File: config.mk
export PLATFORM = sky130hd
export DESIGN_NAME = adder_tree_accum
export DESIGN_NICKNAME = d
export VERILOG_FILES = /design/src/rtl/adder_tree_accum.sv
export SDC_FILE = /design/constraint.sdc
export NUM_CORES = 1
export LEC_CHECK = 0
export BUFFER_PORTS_ARGS = -buffer_cell sky130_fd_sc_hd__buf_4
export CORE_MARGIN = 2
export CORE_UTILIZATION = 55
export DETAILED_ROUTE_END_ITERATION = 8
export PLACE_DENSITY = 0.81
export SYNTH_ARGS = -nofsm -noshare
export SYNTH_HDL_FRONTEND = slang
export SYNTH_SLANG_ARGS = --single-unit
export TNS_END_PERCENT = 10
File: constraint.sdc
create_clock -name clock -period 4.1 [get_ports clock]
set_input_delay 0.82 -clock clock [delete_from_list [all_inputs] [get_ports clock]]
set_output_delay 0.82 -clock clock [all_outputs]
set_load 0.02 [all_outputs]
File: src/rtl/adder_tree_accum.sv
// Accumulates pipelined adder-tree results into per-group sums, tracking valid/last through the tree latency.
// Optional saturation with sticky overflow flag when ADDER_ACCUM_SAT_EN is defined; otherwise wraps.
module adder_tree_accum #(
    parameter int N          = 32,
    parameter int DATA_WIDTH = 38,
    parameter int BEATS      = 4,
    parameter int ACC_WIDTH  = DATA_WIDTH + $clog2(BEATS),
    parameter int CNT_WIDTH  = $clog2(BEATS + 1)
) (
    input  logic                        clock,
    input  logic                        reset_n,
    input  logic                        clock_ena,
    input  logic                        in_valid,
    input  logic                        in_last,
    input  logic signed [DATA_WIDTH-1:0] tree_result,
    output logic                        out_valid,
    output logic signed [ACC_WIDTH-1:0] out_sum,
    output logic [CNT_WIDTH-1:0]        out_beats,
    output logic                        out_ovf
);

    localparam int DELAY = $clog2(N);

    typedef enum logic {
        IDLE,
        ACCUM
    } state_t;

    state_t                       state_q, state_d;
    logic [DELAY-1:0]             vld_q, vld_d;
    logic [DELAY-1:0]             lst_q, lst_d;
    logic signed [ACC_WIDTH-1:0]  acc_q, acc_d;
    logic [CNT_WIDTH-1:0]         cnt_q, cnt_d;
    logic                         flag_q, flag_d;
    logic                         out_valid_q, out_valid_d;
    logic signed [ACC_WIDTH-1:0]  out_sum_q, out_sum_d;
    logic [CNT_WIDTH-1:0]         out_beats_q, out_beats_d;
    logic                         out_ovf_q, out_ovf_d;

    logic                         d_valid;
    logic                         d_last;
    logic                         close;
    logic signed [ACC_WIDTH-1:0]  operand;
    logic signed [ACC_WIDTH-1:0]  base;
    logic signed [ACC_WIDTH-1:0]  raw_sum;
    logic signed [ACC_WIDTH-1:0]  next_sum;
    logic                         next_flag;

`ifdef ADDER_ACCUM_SAT_EN
    localparam logic signed [ACC_WIDTH-1:0] ACC_MAX = {1'b0, {(ACC_WIDTH-1){1'b1}}};
    localparam logic signed [ACC_WIDTH-1:0] ACC_MIN = {1'b1, {(ACC_WIDTH-1){1'b0}}};
    logic                         ovf;
`endif

    always_comb begin
        d_valid = vld_q[DELAY-1];
        d_last  = lst_q[DELAY-1];
        operand = ACC_WIDTH'(tree_result);
        // Beat 0 of a group starts from zero instead of the stale accumulator.
        base    = (state_q == IDLE) ? '0 : acc_q;
        raw_sum = base + operand;
        close   = d_valid && (d_last || (cnt_q == CNT_WIDTH'(BEATS - 1)));
`ifdef ADDER_ACCUM_SAT_EN
        ovf       = (base[ACC_WIDTH-1] == operand[ACC_WIDTH-1]) &&
                    (raw_sum[ACC_WIDTH-1] != base[ACC_WIDTH-1]);
        next_sum  = ovf ? (operand[ACC_WIDTH-1] ? ACC_MIN : ACC_MAX) : raw_sum;
        next_flag = ((state_q == IDLE) ? 1'b0 : flag_q) | ovf;
`else
        next_sum  = raw_sum;
        next_flag = 1'b0;
`endif
    end

    always_comb begin
        state_d     = state_q;
        vld_d       = vld_q;
        lst_d       = lst_q;
        acc_d       = acc_q;
        cnt_d       = cnt_q;
        flag_d      = flag_q;
        out_valid_d = out_valid_q;
        out_sum_d   = out_sum_q;
        out_beats_d = out_beats_q;
        out_ovf_d   = out_ovf_q;
        if (clock_ena) begin
            vld_d[0] = in_valid;
            lst_d[0] = in_valid & in_last;
            for (int unsigned i = 1; i < DELAY; i++) begin
                vld_d[i] = vld_q[i-1];
                lst_d[i] = lst_q[i-1];
            end
            out_valid_d = close;
            if (d_valid) begin
                acc_d  = next_sum;
                flag_d = next_flag;
                if (close) begin
                    cnt_d       = '0;
                    state_d     = IDLE;
                    out_sum_d   = next_sum;
                    out_beats_d = cnt_q + CNT_WIDTH'(1);
                    out_ovf_d   = next_flag;
                end else begin
                    cnt_d   = cnt_q + CNT_WIDTH'(1);
                    state_d = ACCUM;
                end
            end
        end
    end

    always_ff @(posedge clock or negedge reset_n) begin
        if (!reset_n) begin
            state_q     <= IDLE;
            vld_q       <= '0;
            lst_q       <= '0;
            acc_q       <= '0;
            cnt_q       <= '0;
            flag_q      <= 1'b0;
            out_valid_q <= 1'b0;
            out_sum_q   <= '0;
            out_beats_q <= '0;
            out_ovf_q   <= 1'b0;
        end else begin
            state_q     <= state_d;
            vld_q       <= vld_d;
            lst_q       <= lst_d;
            acc_q       <= acc_d;
            cnt_q       <= cnt_d;
            flag_q      <= flag_d;
            out_valid_q <= out_valid_d;
            out_sum_q   <= out_sum_d;
            out_beats_q <= out_beats_d;
            out_ovf_q   <= out_ovf_d;
        end
    end

    assign out_valid = out_valid_q;
    assign out_sum   = out_sum_q;
    assign out_beats = out_beats_q;
    assign out_ovf   = out_ovf_q;

endmodule

==> run summary, run 1 <==
Synthesis inferred 98 register bits. The multi-input combinational cell area is 0.00353 mm2. Once the clock tree was built, the setup fixing pass inserted 0 buffers. Counting I/O delays and the setup requirement, the final critical path takes 3.40 ns. The area of the die is 0.0121 mm2. The min-delay analysis places its worst path in the category flop to flop.

For this run, the number of Yosys warnings is 0. Ranked by total cell area, the synthesized netlist is headed by sky130_fd_sc_hd__dfrtp_1, sky130_fd_sc_hd__ha_1, sky130_fd_sc_hd__nand2_1. The combined flip-flop and latch cell area is 0.00245 mm2.

The commonest cells after synthesis are sky130_fd_sc_hd__nand2_1, sky130_fd_sc_hd__dfrtp_1, sky130_fd_sc_hd__o21ai_1. Summed over all layers, the routed wires come to 14900 um. The initial antenna violation count is 0. Global routing finished with a remaining overflow of 0. The number of routed nets with antenna violations is 0. In this run the critical register-to-register path is launched from state_q$_DFFE_PN0P_.

The width of the die came out at 110 um. TritonCTS built the clock tree. Synthesis instantiated 58 different standard cells from the library. The total number of cells along the worst setup path is 11. The setup TNS is 0 ns.

Dividing the detail-routed wire length by the instance count gives 16.2 um. At the later pin of the worst-skew pair, clock insertion delay measures 0.35 ns. The number of gates resized after CTS is 0. The global-route wire length before repair is 24800 um. The via count of the first global-routing pass came to 5257.

The maximum operating frequency came out at 0.295 GHz. The run finished with clean final reports. The number of design-rule violations left by the first detailed-router iteration is 408. The layout cell share with drive strength beyond 1 is 16.3%. The synthesized area per cell is 8.70 um2.

The cell area after layout came out at 0.00716 mm2. Together, buffers and inverters on the worst path number 0. The count of port buffers added during placement came out at 86. The number of hold violations in the final report is 0. The die span in y came out at 110 um. The number of max-slew violations in the final report is 0. The synthesized design contains 0 enable-type register cells. The pin count of the biggest net entering global routing is 55. The maximum level of the CTS H-tree is 3. Relative to the synthesized area, the layout overhead comes to 15.6%. The placer's final routability congestion estimate is 0.972. The reg2reg setup slack is 0.70 ns.

The via count came out at 5354. The delay of the slowest cell on the worst path came out at 0.50 ns. The standard cell core area is 0.0109 mm2. The launch point of the worst path is state_q$_DFFE_PN0P_. The part of the Yosys area used for sequential elements came out at 39.6%. The kind of cell with the highest combined delay along the critical path is compound AO/OA/AOI/OAI gates. The predominant post-synthesis flop cell is sky130_fd_sc_hd__dfrtp_1. The signal on the critical path passes through and2_1 -> ha_1 -> fa_1 -> a211oi_2 -> o21a_2 -> nor4b_4 -> a211oi_1 -> a21oi_2 -> a22oi_2 -> nand2_1 -> o311ai_1. The critical path ends at out_sum[36]$_DFFE_PN0P_. The number of nets handed over by synthesis was 797.

The standby leakage power is 3.46 nW. The placed cell area is 0.00689 mm2. The relative slew slack came out at 20.1%. The final period utilization is 82.8%. Setup repair after global routing left no endpoint under its margin. In this run the power density over the cells is 753 mW/mm2. The total number of clock tree sinks came out at 98.

The final layout contains 860 nets. The biggest area contributor in the post-synthesis netlist is sky130_fd_sc_hd__dfrtp_1. Across the VDD grid, the largest voltage drop is 0.412 mV. The clock slew seen by the registers of the worst setup and hold paths came out at 0.07 ns. The final design utilization is 65.5%.

The number of CTS-inserted buffers came out at 9. The worst setup path is of the flop to flop kind. The placement row count came out at 38. The slew of the pin with the lowest slew margin came out at 1.19 ns. The placed wire-length estimate is 10900 um.

Once the floorplan was initialized, standard cells occupied 56.7% of the core. The clock skew came out at 0.00917 ns. The worst setup path is captured at a flop.

The synthesized area is 0.00620 mm2. The number of antenna diodes in the final layout is 0. The detailed-router iteration count before antenna repair is 5. Synthesis handed over a netlist of 712 instances. The worst setup path is launched from a flop. After synthesis, the share of flip-flops with an asynchronous set or reset is 100%. The clock root buffer is sky130_fd_sc_hd__clkbuf_16. In this run the worst path has a maximum fanout of 8. The longest clock path from root to sink contains 2 buffers. The worst register-to-register path ends at out_sum[36]$_DFFE_PN0P_. The worst endpoint required time is 4.35 ns.

The max-cap violation count came out at 0. The number of hold buffers added after cts came out at 0. The slowest stage of the critical path belongs to the cell sky130_fd_sc_hd__a211oi_1. Fill cells in the final layout number 916.

The area share of the leading cell type in the synthesized netlist came out at 39.6%. The worst register-to-register path has a depth of 11. In this run the count of I/O pins placed on the die edge is 88. The count of final setup violators came out at 0.

The all-layer global routing usage is 26.3%. sky130_fd_sc_hd__nand2_1 is the most common cell in the netlist. The via count normalized by instance count came out at 5.82. The data arrival time of the worst path came out at 3.64 ns. The number of DRC violations after detailed routing is 0.
==> cells in the final DEF, fill, tap and decap left out, drive strengths merged, types with 22 or more instances in the layout <==
cell	instances
buf	92
a21oi	48
dfrtp	98
nor2	27
a21o	22
nand2	124
ha	41
nand4	22
o21ai	93
and2	44
==> layout make-up <==
type / instances / share of cell area, %
inverters: 10 / 0.524
repair buffers: 92 / 9.64
clock buffers: 11 / 3.39
flip-flops and latches: 98 / 34.2
well taps: 140 / 2.45
clock inverters: 5 / 0.419
multi-input cells: 564 / 49.3
==> power by group <==
group	switching [W]	internal, W	leakage [nW]
Combinational	0.00181	0.00119	2.10
Sequential	0.000219	0.00138	1.22
Clock	0.000367	0.000425	0.131
==> tightest hold or removal path: stages, from the launching register on <==
cell,delay (ns)
sky130_fd_sc_hd__dfrtp_1,0.34
sky130_fd_sc_hd__nand2_1,0.04
sky130_fd_sc_hd__o21ai_0,0.06
==> worst min path at each step <==
stage	from	endpoint	slack (ns)	depth (start not counted)
6_report	acc_q[13]$_DFFE_PN0P_	acc_q[13]$_DFFE_PN0P_	0.47	2
5_1_grt	out_sum[8]$_DFFE_PN0P_	out_sum[8]$_DFFE_PN0P_	0.51	2
4_1_cts	acc_q[13]$_DFFE_PN0P_	acc_q[13]$_DFFE_PN0P_	0.48	2
3_5_place_dp	acc_q[13]$_DFFE_PN0P_	acc_q[13]$_DFFE_PN0P_	0.46	2
3_3_place_gp	acc_q[0]$_DFFE_PN0P_	acc_q[0]$_DFFE_PN0P_	0.45	2
2_1_floorplan	acc_q[0]$_DFFE_PN0P_	acc_q[0]$_DFFE_PN0P_	0.44	2
==> flip-flops by register name, summed over array words and instances, names as in the netlist <==
name and flops:
acc_q 40, out_sum 40, cnt_q 3, lst_q 5, out_beats 3, state_q 1, vld_q 5, out_valid 1
==> stage by stage <==
stage,worst slack (ns),total power (W),hold slack (ns),std cells
floorplan,0.965,0.00373,0.437,712
global placement,0.615,0.00448,0.453,904
detailed placement,0.447,0.00460,0.463,904
CTS,0.704,0.00541,0.476,920
global route,0.401,0.00586,0.506,920
finish,0.705,0.00540,0.474,920
==> cells by family after synthesis <==
family / after synthesis / synth area share, %
XOR/XNOR: 32 / 4.52
AND/OR/NAND/NOR: 258 / 20.0
multiplexers: 13 / 2.28
other: 1 / 0.0605
AO/OA/AOI/OAI: 218 / 21.4
flip-flops: 98 / 39.6
buffers and inverters: 50 / 3.61
adder cells (fa/ha/maj): 42 / 8.60
==> per-layer routing <==
metal | share of wire [%] | track usage, %
met1 | 45 | 33.7
met2 | 48 | 44.4
met3 | 4.3 | 3.94
met4 | 2.8 | 11.4
met5 | 0 | 0
Power figures use the tool's default switching activity.
==> run 2: changes to the inputs <==
- CORE_UTILIZATION: 55 -> 53
- PLACE_DENSITY: 0.81 -> 0.82
- clock period: 4.1 -> 2.74 ns (I/O delays scaled with it)
==> run 2 against run 1 <==
Effect of this change:
- the run now ends with negative setup slack left
- clock power up 64%
- die area up 3.6%
- core utilization up 5.1 points
- register-to-register slack worse by 0.96 ns
- worst setup slack worse by 0.96 ns
- global-route usage up 0.84 points
- clock-buffer cell count down 2
- via count up 8.0%
- sequential cell count unchanged
- non-clock buffer count up 56
- maximum frequency up 13%
- critical path type unchanged
- critical endpoint unchanged
- largest cell class unchanged
- highest routed layer unchanged
==> run summary, run 2 (synthesis gave the netlist of run 1 again) <==
Setup repair after global routing could not meet its margin everywhere. The maximum level of the CTS H-tree came out at 3 (unchanged). The number of max-slew violations in the final report came out at 0 (unchanged). The maximum operating frequency is 0.333 GHz (+13%). The post-route minimum period is 3.00 ns (-0.397 ns). The clock skew is 0.0125 ns (+0.00329 ns). The total detailed-routing wirelength came to 17000 um (+14%). The layout cell share with drive strength beyond 1 is 28.7% (+12 points).

The die span in y came to 112 um (+1.8%). The tightest min-delay check is of the input port to async pin type. The count of port buffers added during placement came to 86 (unchanged).

The peak ir drop on the vdd network came out at 0.788 mV (+91%). The via count came to 5784 (+8.0%). The relative slew slack was 39.0% (+19 points). The all-layer global routing usage came out at 27.2% (+0.84 points). The power density over the cells came out at 1150 mW/mm2 (+53%).

Leaving out fill and tap cells, the most frequent cell in the layout is sky130_fd_sc_hd__buf_4. The number of routed nets with antenna violations was 0 (unchanged). The worst setup path is of the flop to flop kind.

The final reports fail on negative setup slack. In the layout the commonest cells are sky130_fd_sc_hd__buf_4, sky130_fd_sc_hd__nand2_1, sky130_fd_sc_hd__dfrtp_1, sky130_fd_sc_hd__o21ai_1, sky130_fd_sc_hd__and2_1. The launch point of the worst path is state_q$_DFFE_PN0P_. The reg-to-reg critical path startpoint is state_q$_DFFE_PN0P_.

The boundary pin count is 88 (unchanged). The leftover overflow at the end of global routing was 0 (unchanged). The reg2reg setup slack came out at -0.26 ns (-0.96 ns). The root buffer cell chosen for the clock tree is sky130_fd_sc_hd__clkbuf_16. The initial antenna violation count was 0 (unchanged).

The starting utilization of the core area is 54.3% (-2.4 points). On the critical path, the stage with the largest delay is an instance of sky130_fd_sc_hd__dfrtp_2. The timing endpoint of the critical path is out_sum[36]$_DFFE_PN0P_. The global-route wire length before repair was 27700 um (+12%). The depth of the worst register-to-register path is 12 (+1). The delay of the slowest cell on the worst path came out at 0.47 ns (-0.03 ns).

The pin count of the biggest net entering global routing is 52 (-5.5%). The category of cells accounting for the largest share of critical-path delay is compound AO/OA/AOI/OAI gates. The setup TNS is -1.65 ns (-1.65 ns). Walking the worst path, the cells encountered are and2_4 -> ha_4 -> fa_2 -> a211oi_2 -> o21a_2 -> nor4b_4 -> a211oi_2 -> a21oi_2 -> a22oi_2 -> buf_4 -> a211o_1 -> o311ai_2. The clock slew seen by the registers of the worst setup and hold paths came to 0.07 ns (about the same).

The insertion delay to the later sink of the worst-skew pair was 0.37 ns (+0.02 ns). The number of design-rule violations left by the first detailed-router iteration came out at 310 (-24%). The buffer depth of the longest clock path came out at 2 (unchanged). The placement row count is 39 (+2.6%).

STA classifies the critical path startpoint as a flop. The number of DRC violations after detailed routing is 0 (unchanged). The slew of the pin with the lowest slew margin is 0.912 ns (-0.281 ns). The total number of clock tree sinks came to 98 (unchanged). The data arrival time of the worst path came to 3.21 ns (-0.43 ns). The count of final setup violators is 21 (+21). The via count normalized by instance count was 5.91 (+1.6%). The smallest setup slack after layout is -0.259 ns (-0.963 ns). The area growth from synthesis to layout came out at 30.0%.

The run finished, with violations left. The placer's final routability congestion estimate was 0.952 (-2.0%). The worst register-to-register path ends at out_sum[36]$_DFFE_PN0P_.

The standard cell core area came out at 0.0114 mm2 (+4.4%). The standby leakage power came out at 3.79 nW (+9.7%). The placed wire-length estimate came to 11800 um (+7.8%). The number of CTS-inserted buffers is 9 (unchanged).

The total number of cells along the worst setup path is 12 (+1). The detailed-router iteration count before antenna repair is 6 (+1). The wire length per cell is 17.3 um (+7.3%).

The buffers plus inverters on the worst setup path came out at 1 (+1). STA classifies the critical path endpoint as a flop. The number of hold violations in the final report is 0 (unchanged). The critical-path maximum fanout is 7 (-1).

The number of nets in the finished design is 916 (+6.5%). The area of the die is 0.0126 mm2 (+3.6%). The diode insertion count for antenna repair came out at 0 (unchanged).

The final period utilization was 109% (+27 points). The max-cap violation count is 0 (unchanged). TritonCTS built the clock tree. The width of the die came out at 112 um (+1.8%). The number of hold buffers added after cts is 0 (unchanged). In this design, the critical path's most frequently occurring cell is sky130_fd_sc_hd__a211oi_2. The final design utilization came to 70.6% (+5.1 points). The via count of the first global-routing pass came to 5843 (+11%). The worst endpoint required time came out at 2.96 ns (-1.39 ns).
[run 2: changes by cell type in the layout (fill, tap and decap cells not counted), moves of 6 or more]
cell                      delta
sky130_fd_sc_hd__buf_4      +48
sky130_fd_sc_hd__ha_1       -15
sky130_fd_sc_hd__a21oi_1    -12
sky130_fd_sc_hd__ha_4       +11
sky130_fd_sc_hd__a21oi_2    +10
sky130_fd_sc_hd__o21ai_0     -6
[run 2: stage by stage]
step                      hold slack, ns  setup WS, ns  power, W  std cells  cell area (um2)
after floorplan                    0.252       -0.0334   0.00559        712             6210
after global placement             0.459        -0.125   0.00714        953             7280
after detailed placement           0.464        -0.212   0.00732        953             7280
after CTS                          0.250       -0.0925   0.00895        976             7840
after global routing               0.294        -0.423   0.00996        978             8060
final                              0.228        -0.259   0.00931        978             8060
[run 2: routing by layer]
layer,global-route usage (%),vias up,routed length (um)
met5,0,-,0
met4,12.9,0,670
met3,4.70,62,910
met2,46.5,238,8340
met1,33.5,2718,7040
li1,-,2766,-
[run 2: how the worst min path moves through the flow]
stage	slack [ns]	to	cells after the start	startpoint
6_report	0.23	out_sum[24]$_DFFE_PN0P_	1	reset_n
3_5_place_dp	0.46	acc_q[6]$_DFFE_PN0P_	2	acc_q[6]$_DFFE_PN0P_
5_1_grt	0.29	out_sum[24]$_DFFE_PN0P_	1	reset_n
2_1_floorplan	0.25	acc_q[0]$_DFFE_PN0P_	0	reset_n
4_1_cts	0.25	out_sum[24]$_DFFE_PN0P_	1	reset_n
3_3_place_gp	0.46	acc_q[21]$_DFFE_PN0P_	2	acc_q[21]$_DFFE_PN0P_
[run 2: worst reg2reg max path, stage by stage (launching register included)]
cell                       delay, ns
sky130_fd_sc_hd__dfrtp_2        0.47
sky130_fd_sc_hd__and2_4         0.17
sky130_fd_sc_hd__ha_4           0.16
sky130_fd_sc_hd__fa_2           0.35
sky130_fd_sc_hd__a211oi_2       0.25
sky130_fd_sc_hd__o21a_2         0.22
sky130_fd_sc_hd__nor4b_4        0.06
sky130_fd_sc_hd__a211oi_2       0.29
sky130_fd_sc_hd__a21oi_2        0.13
sky130_fd_sc_hd__a22oi_2        0.34
sky130_fd_sc_hd__buf_4          0.17
sky130_fd_sc_hd__a211o_1        0.14
sky130_fd_sc_hd__o311ai_2       0.10
[run 2: cell type report]
class	count	area [um2]
Multi-Input combinational cell	564	3920
Fill cell	845	3360
Sequential cell	98	2450
Timing Repair Buffer	148	1170
Clock buffer	9	225
Tap cell	143	179
Clock inverter	6	73.8
Inverter	10	37.5
[run 2: report_power, final]
group          internal, W  total [W]  switching, W
logic              0.00245    0.00556       0.00311
clock network     0.000715    0.00130      0.000587
registers          0.00207    0.00244      0.000370
[run 2: what timing repair did]
action,4_1_cts,5_1_grt
hold endpoints to repair,0,0
gates resized for setup,38,35
setup endpoints to repair,40,47
cloned,0,0
setup buffers,8,2
pin swaps,21,22
==> run 3: changes to the inputs <==
- RECOVER_POWER: default -> 50
- SKIP_CTS_REPAIR_TIMING: default -> 1
==> run 3 against run 2 <==
Effect of this change:
- the flow still finishes with violations (negative setup slack)
- non-clock buffer count fell by 3
- sequential cell count did not move
- maximum frequency fell by 1.6%
- core utilization fell by 0.35 points
- first-iteration DRC count rose by 10%
- clock-buffer cell count did not move
- global-route usage fell by 1.2 points
- worst setup slack got worse by 0.050 ns
- via count fell by 1.2%
- critical endpoint unchanged
==> run summary, run 3 (synthesis gave the netlist of run 1 again) <==
The area growth from synthesis to layout is 29.4%. The start point of the worst hold path is in_valid. The placement row count is 39 (unchanged). The die span in y came out at 112 um (unchanged). The smallest setup slack after layout came out at -0.308 ns (-0.0495 ns). The count of final setup violators came out at 18 (-14%). The post-route total power came to 0.00925 W (-0.63%).

The number of nets in the finished design is 913 (-0.33%). The final design utilization came out at 70.2% (-0.35 points). The via count normalized by instance count was 5.86 (-0.92%).

The relative slew slack is 11.6% (-27 points). The number of design-rule violations left by the first detailed-router iteration is 341 (+10%). The power density over the cells was 1150 mW/mm2 (-0.13%). The flow ran to the end, but the final reports show violations. STA classifies the critical path endpoint as a flop.

The wire length per cell is 17.1 um (-1.4%). The placed wire-length estimate came to 11800 um (unchanged). Setup repair after global routing could not meet its margin everywhere. The layout cell share with drive strength beyond 1 came out at 28.5% (-0.26 points).

In this run the critical register-to-register path is launched from state_q$_DFFE_PN0P_. The area of the die is 0.0126 mm2 (unchanged). The worst setup path is launched from a flop.

The diode insertion count for antenna repair came out at 0 (unchanged). The final period utilization came to 111% (+1.8 points). The maximum level of the CTS H-tree came out at 3 (unchanged). The peak ir drop on the vdd network is 0.790 mV (+0.17%). The hold slack came out at 0.426 ns (+0.198 ns). The clock skew came to 0.00997 ns (-0.00250 ns).

The clock slew seen by the registers of the worst setup and hold paths is 0.07 ns (about the same). The maximum operating frequency came out at 0.328 GHz (-1.6%). The critical-path maximum fanout came out at 9 (+2). The top cell types in the final layout, fill and taps aside, are sky130_fd_sc_hd__buf_4, sky130_fd_sc_hd__nand2_1, sky130_fd_sc_hd__dfrtp_1, sky130_fd_sc_hd__o21ai_1, sky130_fd_sc_hd__and2_1. The total of fill cells in the finished design came out at 865 (+2.4%).

The data arrival time of the worst path came out at 3.27 ns (+0.06 ns). By startpoint and endpoint, the worst setup path is classified as flop to flop. The number of hold violations in the final report came out at 0 (unchanged). The max-cap violation count came out at 0 (unchanged). The starting utilization of the core area came out at 54.3% (unchanged). The via count came out at 5713 (-1.2%). The path class of the tightest hold or removal check is input port to flop. The pin count of the biggest net entering global routing came out at 52 (unchanged). The detailed-router iteration count before antenna repair came out at 5 (-1).

The width of the die is 112 um (unchanged). The number of CTS-inserted buffers is 9 (unchanged). The number of DRC violations after detailed routing is 0 (unchanged). The tree is rooted in a sky130_fd_sc_hd__clkbuf_16.

The boundary pin count is 88 (unchanged). The checks that failed: negative setup slack. The initial antenna violation count is 0 (unchanged). The slew of the pin with the lowest slew margin came out at 1.33 ns (+0.413 ns). The all-layer global routing usage came out at 25.9% (-1.2 points). The placer's final routability congestion estimate is 0.952 (unchanged). The via count of the first global-routing pass is 5673 (-2.9%). The count of port buffers added during placement was 86 (unchanged). The total number of clock tree sinks came out at 98 (unchanged).

The number of max-slew violations in the final report is 0 (unchanged). The total detailed-routing wirelength is 16700 um (-1.7%). The standard cell core area is 0.0114 mm2 (unchanged). TritonCTS built the clock tree.

The global-route wire length before repair came out at 26600 um (-4.1%). The buffer depth of the longest clock path came out at 2 (unchanged). The leftover overflow at the end of global routing is 0 (unchanged).

The setup TNS came to -2.18 ns (-0.525 ns). The number of routed nets with antenna violations came out at 0 (unchanged). The worst endpoint required time was 2.96 ns (about the same).

The standby leakage power is 3.76 nW (-0.83%). The most critical setup path has its startpoint at state_q$_DFFE_PN0P_. The post-route minimum period came to 3.05 ns (+0.0495 ns). The library cell used most frequently in the layout, excluding fill and tap cells, is sky130_fd_sc_hd__buf_4. The insertion delay to the later sink of the worst-skew pair came out at 0.36 ns (about the same).
-- run 3: layer usage --
layer | GRT usage [%] | wire [um] | up-vias
met5 | 0 | 0 | -
met2 | 43.5 | 8360 | 206
met4 | 11.8 | 449 | 0
met3 | 4.59 | 875 | 41
met1 | 33.0 | 6990 | 2714
li1 | - | - | 2752
-- run 3: metrics by stage --
| step | setup slack, ns | instances | area [um2] |
|---|---|---|---|
| 2_1_floorplan | -0.0334 | 712 | 6210 |
| 3_3_place_gp | -0.125 | 953 | 7280 |
| 3_5_place_dp | -0.212 | 953 | 7280 |
| 4_1_cts | -0.237 | 968 | 7580 |
| 5_1_grt | -0.426 | 975 | 8020 |
| 6_report | -0.308 | 975 | 8020 |
-- run 3: path summary, 6_finish.rpt --
kind | cells after the start | slack [ns] | to
min in group asynchronous | 1 | 0.48 | out_sum[24]$_DFFE_PN0P_
setup / recovery | 12 | -0.31 | out_sum[36]$_DFFE_PN0P_
hold reg to reg | 2 | 0.48 | acc_q[4]$_DFFE_PN0P_
max in group asynchronous | 2 | 0.47 | state_q$_DFFE_PN0P_
hold / removal | 2 | 0.43 | vld_q[0]$_DFFE_PN0P_
setup reg to reg | 12 | -0.31 | out_sum[36]$_DFFE_PN0P_
-- run 3: worst max-delay path, stage by stage, from the launching register on --
cell and delay, ns:
sky130_fd_sc_hd__dfrtp_2 0.46, sky130_fd_sc_hd__buf_4 0.19, sky130_fd_sc_hd__and2_1 0.19, sky130_fd_sc_hd__ha_4 0.25, sky130_fd_sc_hd__a21o_1 0.22, sky130_fd_sc_hd__o211ai_1 0.25
sky130_fd_sc_hd__a31oi_1 0.14, sky130_fd_sc_hd__a211oi_2 0.30, sky130_fd_sc_hd__a21oi_2 0.14, sky130_fd_sc_hd__a22oi_2 0.33, sky130_fd_sc_hd__buf_4 0.18, sky130_fd_sc_hd__a211o_1 0.14
sky130_fd_sc_hd__o311ai_2 0.10
-- run 3: area by class of cell --
class | instances | area, um2 | share of cell area, %
Multi-Input combinational cell | 564 | 3930 | 49.1
Sequential cell | 98 | 2450 | 30.6
Timing Repair Buffer | 145 | 1120 | 13.9
Clock buffer | 9 | 225 | 2.81
Tap cell | 143 | 179 | 2.23
Clock inverter | 6 | 73.8 | 0.921
Inverter | 10 | 37.5 | 0.468
-- run 3: power by group --
group / total (W) / switching, W / leakage [nW] / internal, W
logic: 0.00551 / 0.00309 / 2.39 / 0.00242
clock network: 0.00130 / 0.000587 / 0.147 / 0.000715
registers: 0.00243 / 0.000362 / 1.22 / 0.00207
total: 0.00925 / 0.00404 / 3.76 / 0.00521
